$ cat src/rtl/exec_unit_mc_pkg.sv
// Shared types for the multi-cycle execution unit: opcode map, iteration kinds
// and the control FSM state encoding.
package exec_unit_mc_pkg;

   typedef enum logic [3:0] {
      OP_NOP       = 4'd0,
      OP_MOV_R_R   = 4'd1,
      OP_MOV_R_IMM = 4'd2,
      OP_IN_R      = 4'd3,
      OP_OUT_R     = 4'd4,
      OP_OUT_IMM   = 4'd5,
      OP_ADD_R_IMM = 4'd6,
      OP_ADD_R_R   = 4'd7,
      OP_SUB_R_R   = 4'd8,
      OP_JMP_IMM   = 4'd9,
      OP_JNC_IMM   = 4'd10,
      OP_SHL_R_IMM = 4'd11,
      OP_MUL_R_R   = 4'd12
   } exec_op_e;

   typedef enum logic {
      ITER_SHL = 1'b0,
      ITER_MUL = 1'b1
   } iter_kind_e;

   typedef enum logic {
      S_IDLE = 1'b0,
      S_ITER = 1'b1
   } exec_state_e;

   // A shift by zero retires in one cycle like any ALU op; only real work iterates.
   function automatic logic is_multi_cycle(input exec_op_e op, input logic shl_nonzero);
      return (op == OP_MUL_R_R) || ((op == OP_SHL_R_IMM) && shl_nonzero);
   endfunction

endpackage

$ cat src/rtl/exec_unit_mc_iter_datapath.sv
// Iterative engine: one-bit-per-cycle left shift, or unsigned shift-add multiply.
// The final step's result is presented combinationally so the owner can commit on the last edge.
module iter_datapath
   import exec_unit_mc_pkg::*;
#(
   parameter int DATA_W = 8,
   parameter int CNT_W  = 4
) (
   input  logic              clk,
   input  logic              rst,
   input  logic              start,
   input  iter_kind_e        kind,
   input  logic [DATA_W-1:0] a,
   input  logic [DATA_W-1:0] b,
   input  logic [CNT_W-1:0]  count,
   output logic [DATA_W-1:0] result,
   output logic              carry_out,
   output logic              last
);

   iter_kind_e          r_kind;
   logic [2*DATA_W-1:0] r_acc;
   logic [2*DATA_W-1:0] r_mcand;
   logic [DATA_W-1:0]   r_mplier;
   logic [CNT_W-1:0]    r_cnt;

   logic [2*DATA_W-1:0] w_acc_next;
   logic                w_shift_out;

   // SHL keeps its operand in the low half of the accumulator; MUL builds the full product there.
   always_comb begin
      w_acc_next  = r_acc;
      w_shift_out = 1'b0;
      if (r_kind == ITER_SHL) begin
         w_acc_next  = {{DATA_W{1'b0}}, r_acc[DATA_W-2:0], 1'b0};
         w_shift_out = r_acc[DATA_W-1];
      end else if (r_mplier[0]) begin
         w_acc_next = r_acc + r_mcand;
      end
   end

   always_ff @(posedge clk or posedge rst) begin
      if (rst) begin
         r_kind   <= ITER_SHL;
         r_acc    <= '0;
         r_mcand  <= '0;
         r_mplier <= '0;
         r_cnt    <= '0;
      end else if (start) begin
         r_kind <= kind;
         r_cnt  <= count;
         if (kind == ITER_SHL) begin
            r_acc    <= {{DATA_W{1'b0}}, a};
            r_mcand  <= '0;
            r_mplier <= '0;
         end else begin
            r_acc    <= '0;
            r_mcand  <= {{DATA_W{1'b0}}, a};
            r_mplier <= b;
         end
      end else if (r_cnt != '0) begin
         r_acc    <= w_acc_next;
         r_mcand  <= r_mcand << 1;
         r_mplier <= r_mplier >> 1;
         r_cnt    <= r_cnt - CNT_W'(1);
      end
   end

   assign result    = w_acc_next[DATA_W-1:0];
   assign carry_out = (r_kind == ITER_SHL) ? w_shift_out : (|w_acc_next[2*DATA_W-1:DATA_W]);
   assign last      = (r_cnt == CNT_W'(1));

endmodule

$ cat src/rtl/exec_unit_mc.sv
// Multi-cycle execution unit: owns registers, PC, output port and carry, and
// retires one decoded instruction per valid/ready handshake.
module exec_unit_mc
   import exec_unit_mc_pkg::*;
#(
   parameter int DATA_W   = 8,
   parameter int NUM_REGS = 4,
   parameter int PC_W     = 8,
   localparam int RIDX_W  = $clog2(NUM_REGS)
) (
   input  logic              clk,
   input  logic              rst,
   input  logic              req_valid,
   output logic              req_ready,
   input  exec_op_e          op,
   input  logic [RIDX_W-1:0] rd,
   input  logic [RIDX_W-1:0] rs,
   input  logic [DATA_W-1:0] imm,
   input  logic [DATA_W-1:0] switch_in,
   output logic              done,
   output logic              busy,
   output logic [PC_W-1:0]   pc,
   output logic [DATA_W-1:0] out_port,
   output logic              carry
);

   localparam int SH_W  = $clog2(DATA_W);
   localparam int CNT_W = $clog2(DATA_W + 1);

   logic [DATA_W-1:0] r_regs [NUM_REGS];
   logic [PC_W-1:0]   r_pc;
   logic [DATA_W-1:0] r_out;
   logic              r_carry;
   logic              r_done;
   logic [RIDX_W-1:0] r_dst;
   exec_state_e       r_state;
   exec_state_e       w_state_next;

   logic              w_accept;
   logic              w_multi;
   logic [SH_W-1:0]   w_shamt;
   logic [DATA_W-1:0] w_a;
   logic [DATA_W-1:0] w_b;
   logic [DATA_W:0]   w_add_imm;
   logic [DATA_W:0]   w_add_rr;
   logic [DATA_W:0]   w_sub_rr;
   logic [PC_W-1:0]   w_pc_inc;
   logic [PC_W-1:0]   w_jmp_target;
   iter_kind_e        w_kind;
   logic [CNT_W-1:0]  w_count;
   logic [DATA_W-1:0] w_it_result;
   logic              w_it_carry;
   logic              w_it_last;

   assign w_a          = r_regs[rd];
   assign w_b          = r_regs[rs];
   assign w_shamt      = imm[SH_W-1:0];
   assign w_accept     = req_valid && (r_state == S_IDLE);
   assign w_multi      = is_multi_cycle(op, w_shamt != '0);
   assign w_add_imm    = {1'b0, w_a} + {1'b0, imm};
   assign w_add_rr     = {1'b0, w_a} + {1'b0, w_b};
   assign w_sub_rr     = {1'b0, w_a} - {1'b0, w_b};
   assign w_pc_inc     = r_pc + PC_W'(1);
   assign w_jmp_target = PC_W'(imm);
   assign w_kind       = (op == OP_MUL_R_R) ? ITER_MUL : ITER_SHL;
   assign w_count      = (op == OP_MUL_R_R) ? CNT_W'(DATA_W) : CNT_W'(w_shamt);

   iter_datapath #(
      .DATA_W (DATA_W),
      .CNT_W  (CNT_W)
   ) u_iter (
      .clk       (clk),
      .rst       (rst),
      .start     (w_accept && w_multi),
      .kind      (w_kind),
      .a         (w_a),
      .b         (w_b),
      .count     (w_count),
      .result    (w_it_result),
      .carry_out (w_it_carry),
      .last      (w_it_last)
   );

   always_ff @(posedge clk or posedge rst) begin
      if (rst) begin
         r_state <= S_IDLE;
      end else begin
         r_state <= w_state_next;
      end
   end

   always_comb begin
      w_state_next = r_state;
      case (r_state)
         S_IDLE:  if (w_accept && w_multi) w_state_next = S_ITER;
         S_ITER:  if (w_it_last) w_state_next = S_IDLE;
         default: w_state_next = S_IDLE;
      endcase
   end

   // Single-cycle ops commit at the accept edge; iterative ops only latch their
   // destination there and commit everything on the final ITER edge.
   always_ff @(posedge clk or posedge rst) begin
      if (rst) begin
         for (int i = 0; i < NUM_REGS; i++) begin
            r_regs[i] <= '0;
         end
         r_pc    <= '0;
         r_out   <= '0;
         r_carry <= 1'b0;
         r_done  <= 1'b0;
         r_dst   <= '0;
      end else begin
         r_done <= 1'b0;
         if (w_accept) begin
            if (w_multi) begin
               r_dst <= rd;
            end else begin
               r_done  <= 1'b1;
               r_carry <= 1'b0;
               r_pc    <= w_pc_inc;
               case (op)
                  OP_MOV_R_R:   r_regs[rd] <= w_b;
                  OP_MOV_R_IMM: r_regs[rd] <= imm;
                  OP_IN_R:      r_regs[rd] <= switch_in;
                  OP_OUT_R:     r_out <= w_a;
                  OP_OUT_IMM:   r_out <= imm;
                  OP_ADD_R_IMM: {r_carry, r_regs[rd]} <= w_add_imm;
                  OP_ADD_R_R:   {r_carry, r_regs[rd]} <= w_add_rr;
                  OP_SUB_R_R:   {r_carry, r_regs[rd]} <= w_sub_rr;
                  OP_JMP_IMM:   r_pc <= w_jmp_target;
                  OP_JNC_IMM:   if (!r_carry) r_pc <= w_jmp_target;
                  default:      ;
               endcase
            end
         end else if ((r_state == S_ITER) && w_it_last) begin
            r_regs[r_dst] <= w_it_result;
            r_carry       <= w_it_carry;
            r_pc          <= w_pc_inc;
            r_done        <= 1'b1;
         end
      end
   end

   assign req_ready = (r_state == S_IDLE);
   assign busy      = (r_state == S_ITER);
   assign done      = r_done;
   assign pc        = r_pc;
   assign out_port  = r_out;
   assign carry     = r_carry;

endmodule

$ cat config.mk
export PLATFORM = sky130hd
export DESIGN_NAME = exec_unit_mc
export DESIGN_NICKNAME = d
export VERILOG_FILES = /design/src/rtl/exec_unit_mc_pkg.sv /design/src/rtl/exec_unit_mc_iter_datapath.sv /design/src/rtl/exec_unit_mc.sv
export SDC_FILE = /design/constraint.sdc
export NUM_CORES = 1
export LEC_CHECK = 0
export ABC_AREA = 1
export CAP_MARGIN = 20
export CORE_MARGIN = 4
export CORE_UTILIZATION = 55
export DETAILED_ROUTE_END_ITERATION = 8
export PLACE_DENSITY = 0.74
export SLEW_MARGIN = 30
export SYNTH_ARGS = -nofsm -noshare
export SYNTH_HDL_FRONTEND = slang
export SYNTH_SLANG_ARGS = --single-unit
$ cat constraint.sdc
create_clock -name clk -period 3.85 [get_ports clk]
set_input_delay 0.9625 -clock clk [delete_from_list [all_inputs] [get_ports clk]]
set_output_delay 0.9625 -clock clk [all_outputs]
set_load 0.05 [all_outputs]
=== Word level (Yosys, flattened, before mapping) ===
Cells that the tools add are included.

* Bits in registers: 98
* Input bits: 27
* Output and inout port bits: 20
* Logic and storage cells: 116

* $add $sub $neg: 6
* $lt $le $gt $ge: 5
* Eq/ne operators: 15
* Mux-type cells: 53
* Bitwise gates (word level): 5
* Reductions and logical operators: 17

{| class="wikitable"
|+ Operator list
! operator !! count
|-
| 32-bit bitwise mux || 7
|-
| 32-bit one-hot mux with 6 select lines || 1
|-
| 8-bit 2-to-1 mux || 15
|-
| 16-bit 2-to-1 mux || 6
|-
| 32-bit 2-to-1 mux || 3
|-
| 8-bit binary-select mux with 2-bit select || 2
|-
| 8-bit demux with 2-bit select || 2
|-
| 8-bit one-hot mux with 2 select lines || 2
|-
| 4-bit == test, second input constant || 5
|-
| 8-bit by 8-bit adder with 9-bit output || 2
|-
| 16-bit adder || 1
|-
| 4-bit by 3-bit == test with 1-bit output, second input constant || 4
|-
| 4-bit 2-to-1 mux || 3
|-
| 1-bit 2-to-1 mux || 10
|-
| 3-bit >= comparator, second input constant || 3
|-
| 2-bit inverter with 3-bit output || 3
|-
| 8-bit by 8-bit subtractor with 9-bit output || 1
|-
| 8-bit by 1-bit adder with 8-bit output, second input constant || 1
|-
| 4-bit by 1-bit == test with 1-bit output, second input constant || 2
|-
| 4-bit by 2-bit == test with 1-bit output, second input constant || 2
|-
| 8-bit OR reduction || 1
|-
| 7-bit by 1-bit inequality test with 1-bit output, second input constant || 1
|-
| 1-bit logical AND || 6
|-
| 3-bit by 1-bit < comparator with 1-bit output, second input constant || 2
|-
| 11 further kinds || 16
|}

=== Depth between registers and ports, before layout ===
Gate-level depths: netlist of run 1.

* Depth after elaboration: 9
* Mapped depth: 20
* Gate-level depth less buffers: 19

=== By module ===
From an unflattened synthesis of run 1, not the netlist that was laid out.

* Cells, all modules: 1442
* Area, all modules: 9127.5 sq um

{| class="wikitable"
|+ By module, submodules not included
! module !! times used !! cells each !! area an instance (sq um)
|-
| exec_unit_mc || 1 || 982 || 5899.4
|-
| iter_datapath || 1 || 460 || 3228.1
|}

=== Least setup slack after synthesis of run 1 ===
Ideal clock, no wire load.

* Kind: input to register
* From: input rd[1]
* To: register r_regs[29] (netlist bit)
* Arrival: 3366 ps
* Slack: 366 ps
* Stages: 18
* Path buffers: 1
* Cells stage by stage: inv_1 > nand2_1 > inv_1 > clkbuf_1 > a22oi_1 > o221ai_1 > ha_1 > nand2_1 > o21ai_0 > nand2_1 > nand2_1 > nand2_1 > nand3_1 > nand3_1 > a21oi_1 > nand3_1 > a21oi_1 > nor2_1

* Word-level cells in the longest chain between the ends: 9

{| class="wikitable"
|+ RTL lines
! element !! line !! RTL
|-
| start, declared || exec_unit_mc.sv:16 || <nowiki>input logic [RIDX_W-1:0] rd,</nowiki>
|-
| 2-bit inverter with 3-bit output (implied by the code) (*) || -- ||
|-
| 8-bit binary-select mux with 2-bit select (tied with other cells) || exec_unit_mc.sv:55 || <nowiki>assign w_a = r_regs[rd];</nowiki>
|-
| 8-bit 2-to-1 mux (implied by the code) or 1-bit logical AND (tied branches) || -- ||
|-
| 8-bit 2-to-1 mux (on tied branches) || -- ||
|-
| 8-bit by 8-bit subtractor with 9-bit output (tied with other cells) || exec_unit_mc.sv:62 || <nowiki>assign w_sub_rr = {1'b0, w_a} - {1'b0, w_b};</nowiki>
|-
| 32-bit bitwise mux (tied with other cells) || exec_unit_mc.sv:130 || <nowiki>OP_SUB_R_R: {r_carry, r_regs[rd]} <= w_sub_rr;</nowiki>
|-
| 32-bit one-hot mux with 6 select lines (*) || exec_unit_mc.sv:122 || <nowiki>case (op)</nowiki>
|-
| 32-bit 2-to-1 mux (*) || exec_unit_mc.sv:116 || <nowiki>if (w_multi) begin</nowiki>
|-
| 32-bit 2-to-1 mux (*) || exec_unit_mc.sv:115 || <nowiki>if (w_accept) begin</nowiki>
|-
| end signal, assigned by index || exec_unit_mc.sv:123 || <nowiki>OP_MOV_R_R: r_regs[rd] <= w_b;</nowiki>
|-
| end signal, assigned by index || exec_unit_mc.sv:124 || <nowiki>OP_MOV_R_IMM: r_regs[rd] <= imm;</nowiki>
|-
| end signal, assigned by index || exec_unit_mc.sv:130 ||
|-
| end, declared || exec_unit_mc.sv:30 || <nowiki>logic [DATA_W-1:0] r_regs [NUM_REGS];</nowiki>
|}

Every way passes the cells marked *; elsewhere a longest branch is shown, timed or not. The select of a mux whose other input is x is not followed.
A chain may end at the register's enable or synchronous reset.

=== Final worst setup path of run 1 ===
* From: input rd[1]
* To: register r_regs[13] (netlist bit)

The elaborated chain is that of the path after synthesis.

==> flow_summary.toml, run 1 <==
[run_status]
status = "finished, final reports clean"

[timing]
maxSlewViolCount = 0
fin_crit_sh_pct = 95.9
period_needed_ps = 3690
skew_ps = 10.1
setup_viol = 0
grt_setup_unrepaired = "yes"
tightestPinTransition_ps = 856
max_freq_mhz = 271
fin_ws_ps = 157
report.final.hold_viol_count = 0
slew_headroom_pct = 42.3

[power]
power.internal_mw = 3.96
power_density_nw_per_um2 = 736
swShare_pct = 50.2
p_clk_share_pct = 13.4
p_switching_mw = 4.00
sequentialPowerShare_pct = 24.1
power.total_mw = 7.96
p_leak_nw = 5.34
combPwrFrac_pct = 62.5
peakVddDrop_uv = 630

[cts]
clk_pin_slew_ps = 70
numCtsBuffers = 9
cts_root_buf = "clkbuf_16"
clk_latency_ps = 360
cts_tree = "yes"
holdBufCountCts = 0
cts-htree-levels = 3
cts_sinks = 98
cts.path.max_buffers = 2

[global_route]
busiest_layer = "met2"
antenna_found_initial = 0
overflow = 0
grt_pass1_wl_mm = 52.4
use_met1_pct = 47.9
use_met3_pct = 6.58
grt_use_met2_pct = 58.2
grt_pass1_vias = 9898
track_usage_pct = 36.6
grt_max_degree = 50

[placed_design]
numPortBuffers = 46
place_area_um2 = 10400
gp_congestion = 1.08
hpwl_mm = 26.0
pre_cts_slack_ps = -354

[synthesis]
synthArstFlopShare_pct = 100
yosysTopAreaCell = "dfrtp_1"
syn_avg_cell_area_um2 = 6.41
ys_ff_latch = 98
synth_area_um2 = 8910
yosys_warnings = 0
yosys.cell_types.count = 51
ys_seq_area_share_pct = 27.5
synth_fp_nets = 1464
netlist.area_leader.share_pct = 27.5
synth.area.top_cells = "dfrtp_1 28%, nand2_1 16%, inv_1 7.2%"
synth_edf_count = 0
synthCells = 1389
synth_ff_type = "dfrtp_1"

[finish]
num-nets-final = 1596
final_area_um2 = 10800
diodes = 0
area_growth_pct = 21.5
drive_gt1_share_pct = 13.5

[routing]
vias_per_cell = 5.99
first_iter_violations = 1325
ant_nets = 0
finalWirelength_mm = 33.3
wire_per_inst_um = 19.1
drc = 0
firstDrtPassIters = 8
vias = 10400

[worst_setup_path]
startpoint = "rd[1]"
cp-start-kind = "input port"
endpoint = "r_regs[13]"
crit_type = "input port to register"
r2r-end = "r_regs[31]"
cp_slowest_stage_delay_ps = 420
cp_common_cell = "nand2_1"
crit-reg2reg-launch = "r_regs[26]"
end_kind = "register"
cpLargestDelayFamily = "simple AND/OR/NAND/NOR gates"
r2r.worst_path.cells = 17
worstPathRequired_ps = 4080
crit_fanout = 7
critical_path_buf_inv_count = 4
cp.arrival_ps = 3930
critPathSlowestCell = "clkdlybuf4s50_1"
cp.depth = 16
path_cells = "clkdlybuf4s50_1, buf_4, nand2_1, inv_1, buf_4, a22oi_1, nand2_2, ha_4, nand2_1, or2_2, nand4_1, nand3_1, nand2_1, nand4_1, nand3_1, a31oi_1"
rrSetupSlack_ps = 1010

[floorplan]
initial_core_util_pct = 56.1
core_area_um2 = 15900
std_cell_rows = 46
die-area_um2 = 18300
die_w_um = 135
ios = 47
fp.dieH_um = 135

[run]
cap_violations = 0

[worst_hold_path]
hp-class = "register to register"
power groups by stage:
stage | registers [mW] | clock network, mW | logic, mW
floorplan | 2.08 | 0 | 2.79
global placement | 1.91 | 0 | 4.71
detailed placement | 1.91 | 0 | 4.78
CTS | 1.90 | 1.08 | 4.80
global route | 1.98 | 1.12 | 5.44
finish | 1.92 | 1.07 | 4.97
worst min-delay path, delay by kind of cell (launching register included):
family | cells | cell delay [ps]
flip-flops | 1 | 350
AND/OR/NAND/NOR | 1 | 50
AO/OA/AOI/OAI | 1 | 50
layout make-up:
class	count	area (µm²)
inverters	192	723
well taps	216	270
repair buffers	171	1450
clock inverters	6	113
fillers	1472	5060
multi-input cells	1049	5590
flip-flops and latches	98	2450
clock buffers	9	225
synth_stat cells (5+ instances only):
cell type	count
ha_1	44
nor3_1	11
o221ai_1	17
a31oi_1	7
nand4_1	36
o211ai_1	14
o21a_1	5
or2_2	5
o21ai_2	5
o22ai_1	20
a32oi_1	6
nor2_1	120
o21ai_1	9
inv_2	18
clkbuf_1	26
a22oi_1	21
nand2_1	368
a21oi_1	112
buf_2	19
xnor2_1	8
inv_1	171
dfrtp_1	98
xor2_1	6
nand3_1	70
o21ai_0	124
nand2_2	7
cells by family (layout without fill, tap and decap cells):
logic type / count (synthesis) / in the layout / share of synthesized area, %
multiplexers: 2 / 2 / 0.225
AO/OA/AOI/OAI: 351 / 351 / 22.8
XOR/XNOR: 14 / 14 / 1.38
AND/OR/NAND/NOR: 634 / 634 / 30.3
buffers and inverters: 242 / 378 / 10.7
adder cells (fa/ha/maj): 48 / 48 / 7.08
flip-flops: 98 / 98 / 27.5
layer usage:
layer	wire length [µm]	part of all wire (%)
met4	1820	5.5
met1	13200	40
met5	0	0
met3	3320	10
met2	15000	45
metrics by stage:
stage / utilization (%) / cells / hold slack (ps) / setup TNS (ps)
floorplan: - / 1389 / 459 / 0
global placement: 65.4 / 1725 / 466 / -4070
detailed placement: 65.4 / 1725 / 476 / -5430
CTS: 67.5 / 1740 / 494 / 0
global route: 68.1 / 1741 / 537 / -144
finish: 68.1 / 1741 / 491 / 0
layout by cell type, fill, tap and decap left out, types with 4 or more instances in the layout:
cell and instances:
nand2_1 365, inv_1 169, buf_4 121, nor2_1 119
o21ai_0 117, a21oi_1 111, dfrtp_1 98, nand3_1 70
clkdlybuf4s50_1 45, ha_1 38, nand4_1 36, a22oi_1 21
o22ai_1 20, inv_2 19, o221ai_1 17, o21ai_1 15
o211ai_1 14, nand2_2 10, nor3_1 10, clkbuf_16 9
xnor2_1 8, a31oi_1 7, a32oi_1 6, xor2_1 6
o21ai_2 6, o21a_1 5, or2_2 5, nor2_2 4
buf_12 4
sequential cells by signal, summed over array words and instances (netlist names):
signal and count:
u_iter.r_cnt 4, u_iter.r_mcand 16, carry 1, u_iter.r_acc 16, done 1, u_iter.r_mplier 8
r_dst 2, out_port 8, busy 1, u_iter.r_kind 1, pc 8, r_regs 32
how the worst min path moves through the flow:
stage,from,cells past startpoint,to
3_5_place_dp,out_port[4],2,out_port[4]
3_3_place_gp,u_iter.r_mplier[6],2,u_iter.r_mplier[5]
6_report,out_port[4],2,out_port[4]
2_1_floorplan,u_iter.r_mplier[2],2,u_iter.r_mplier[1]
5_1_grt,out_port[2],2,out_port[2]
4_1_cts,out_port[4],2,out_port[4]
what timing repair did:
| item | CTS | global route |
|---|---|---|
| setup buffers | 0 | 1 |
| resized for setup | 1 | 23 |
| endpoints found under the setup margin | 1 | 23 |
| pin swaps | 0 | 6 |
Note: power is estimated with default switching activity, not from simulation.
==> run 2, diff against run 1 <==
Settings changed: CORE_UTILIZATION 55 to 59, PLACE_DENSITY 0.74 to 0.79.
==> run 2 against run 1 <==
Effect of this change: final cell count fell by 1.4%; sequential power hardly changed; routed wire length fell by 5.5%.
==> flow_summary.toml, run 2 (synthesis results as in run 1) <==
[floorplan]
ios = 47
die-area_um2 = 17100
core_area_um2 = 14600
std_cell_rows = 44
die_w_um = 131
fp.dieH_um = 131
initial_core_util_pct = 60.8

[finish]
top_register = "r_regs"
area_growth_pct = 20.2
final_area_um2 = 10700
final_common_cell = "nand2_1"
num-nets-final = 1602
largest_reg_flops = 32
stdcell_count = 1716
diodes = 0
layout_common_cells = "367 x nand2_1, 168 x inv_1, 130 x buf_4"
reg_top3 = "r_regs: 32 flops, u_iter.r_acc: 16 flops, u_iter.r_mcand: 16 flops"
drive_gt1_share_pct = 13.4

[placed_design]
gp_congestion = 1.06
hpwl_mm = 24.7
numPortBuffers = 46
place_area_um2 = 10300
dp_cells = 1698

[cts]
cts_root_buf = "clkbuf_16"
clk_pin_slew_ps = 70
cts-htree-levels = 3
cts_tree = "yes"
clk_latency_ps = 360
cts_sinks = 98
cts.path.max_buffers = 2
numCtsBuffers = 9

[worst_setup_path]
crit-reg2reg-launch = "r_regs[16]"
end_kind = "register"
path_cells = "clkdlybuf4s50_1, clkinvlp_4, buf_4, buf_4, a32oi_1, inv_1, ha_1, inv_1, nand2_1, inv_1, nand2_1, nand2_1, nand2_1, nand3_1, nand3_1, a21oi_1, nand3_1, a21oi_1, nor2_1"
critical_path_buf_inv_count = 7
cp_common_cell = "nand2_1"
cp-start-kind = "input port"
r2r.worst_path.cells = 15
cp_slowest_stage_delay_ps = 510
r2r-end = "r_regs[10]"
cp.arrival_ps = 3950
rrSetupSlack_ps = 1010
crit_type = "input port to register"
worstPathRequired_ps = 4100
crit_fanout = 7
critPathSlowestCell = "clkdlybuf4s50_1"
cpLargestDelayFamily = "buffers and inverters"

[routing]
drc = 0
first_iter_violations = 1493
firstDrtPassIters = 6
finalWirelength_mm = 31.5
vias_per_cell = 6.09
wire_per_inst_um = 18.3
vias = 10500
ant_nets = 0

[worst_hold_path]
worst_hold_startpoint = "out_port[7]"
hold_depth = 2
hp-class = "register to register"
whs_endpoint = "out_port[7]"

[timing]
report.final.hold_viol_count = 0
slew_headroom_pct = 44.4
max_freq_mhz = 270
period_needed_ps = 3700
skew_ps = 6.44
tightestPinTransition_ps = 826
setup_viol = 0
maxSlewViolCount = 0
fin_crit_sh_pct = 96.2

[power]
power_density_nw_per_um2 = 727
p_leak_nw = 5.32
peakVddDrop_uv = 586

[run_status]
status = "finished, final reports clean"

[global_route]
grt_max_degree = 46
overflow = 0
grt_pass1_vias = 9520
grt_pass1_wl_mm = 49.1
track_usage_pct = 36.9
antenna_found_initial = 0

[run]
cap_violations = 0
==> run 2: final cells by class <==
class / count / area (µm²)
Clock inverter: 5 / 63.8
Fill cell: 1272 / 3940
Tap cell: 184 / 230
Clock buffer: 11 / 233
Inverter: 192 / 727
Multi-Input combinational cell: 1049 / 5550
Timing Repair Buffer: 177 / 1460
Sequential cell: 98 / 2450
==> run 2: per-layer routing <==
layer	GRT usage, %	vias to the layer above	wire length (µm)
met5	0	-	0
met1	48.0	4825	12500
met4	16.3	0	1550
li1	-	4920	-
met3	8.74	127	3340
met2	58.7	583	14000
==> run 2: stage by stage <==
stage | power, mW | utilization (%) | setup WS, ps | hold slack (ps) | setup TNS (ps)
after global routing | 8.30 | 73.1 | -1.53 | 509 | -2.31
final | 7.78 | 73.1 | 148 | 487 | 0
after CTS | 7.62 | 72.7 | 58.9 | 489 | 0
after floorplan | 4.87 | - | 325 | 459 | 0
after detailed placement | 6.67 | 70.7 | -317 | 472 | -5020
after global placement | 6.55 | 70.7 | -265 | 469 | -3810
==> run 2: repair_timing <==
item | in CTS | in global routing
hold buffers | 0 | 0
endpoints found under the setup margin | 0 | 24
setup buffers | 0 | 2
gates resized for setup | 0 | 15
==> run 2: worst min-delay path: cells and delay by family (launching register included) <==
family / cells / cell delay [ps]
simple gates: 1 / 50
flops: 1 / 340
compound gates: 1 / 60
==> run 2: power by group <==
group	switching, mW	internal, mW
sequential	0.436	1.48
combinational	3.10	1.84
clock	0.420	0.509
==> run 2: worst max path at each step <==
| stage | from | slack (ps) | cells past startpoint | to |
|---|---|---|---|---|
| finish | rs[1] | 150 | 19 | r_regs[29] |
| global route | rd[1] | -2 | 20 | r_regs[4] |
| CTS | rd[1] | 60 | 17 | r_regs[6] |
| detailed placement | rd[1] | -320 | 17 | r_regs[6] |
| global placement | rd[1] | -270 | 17 | r_regs[6] |
| floorplan | rst | 330 | 1 | busy |
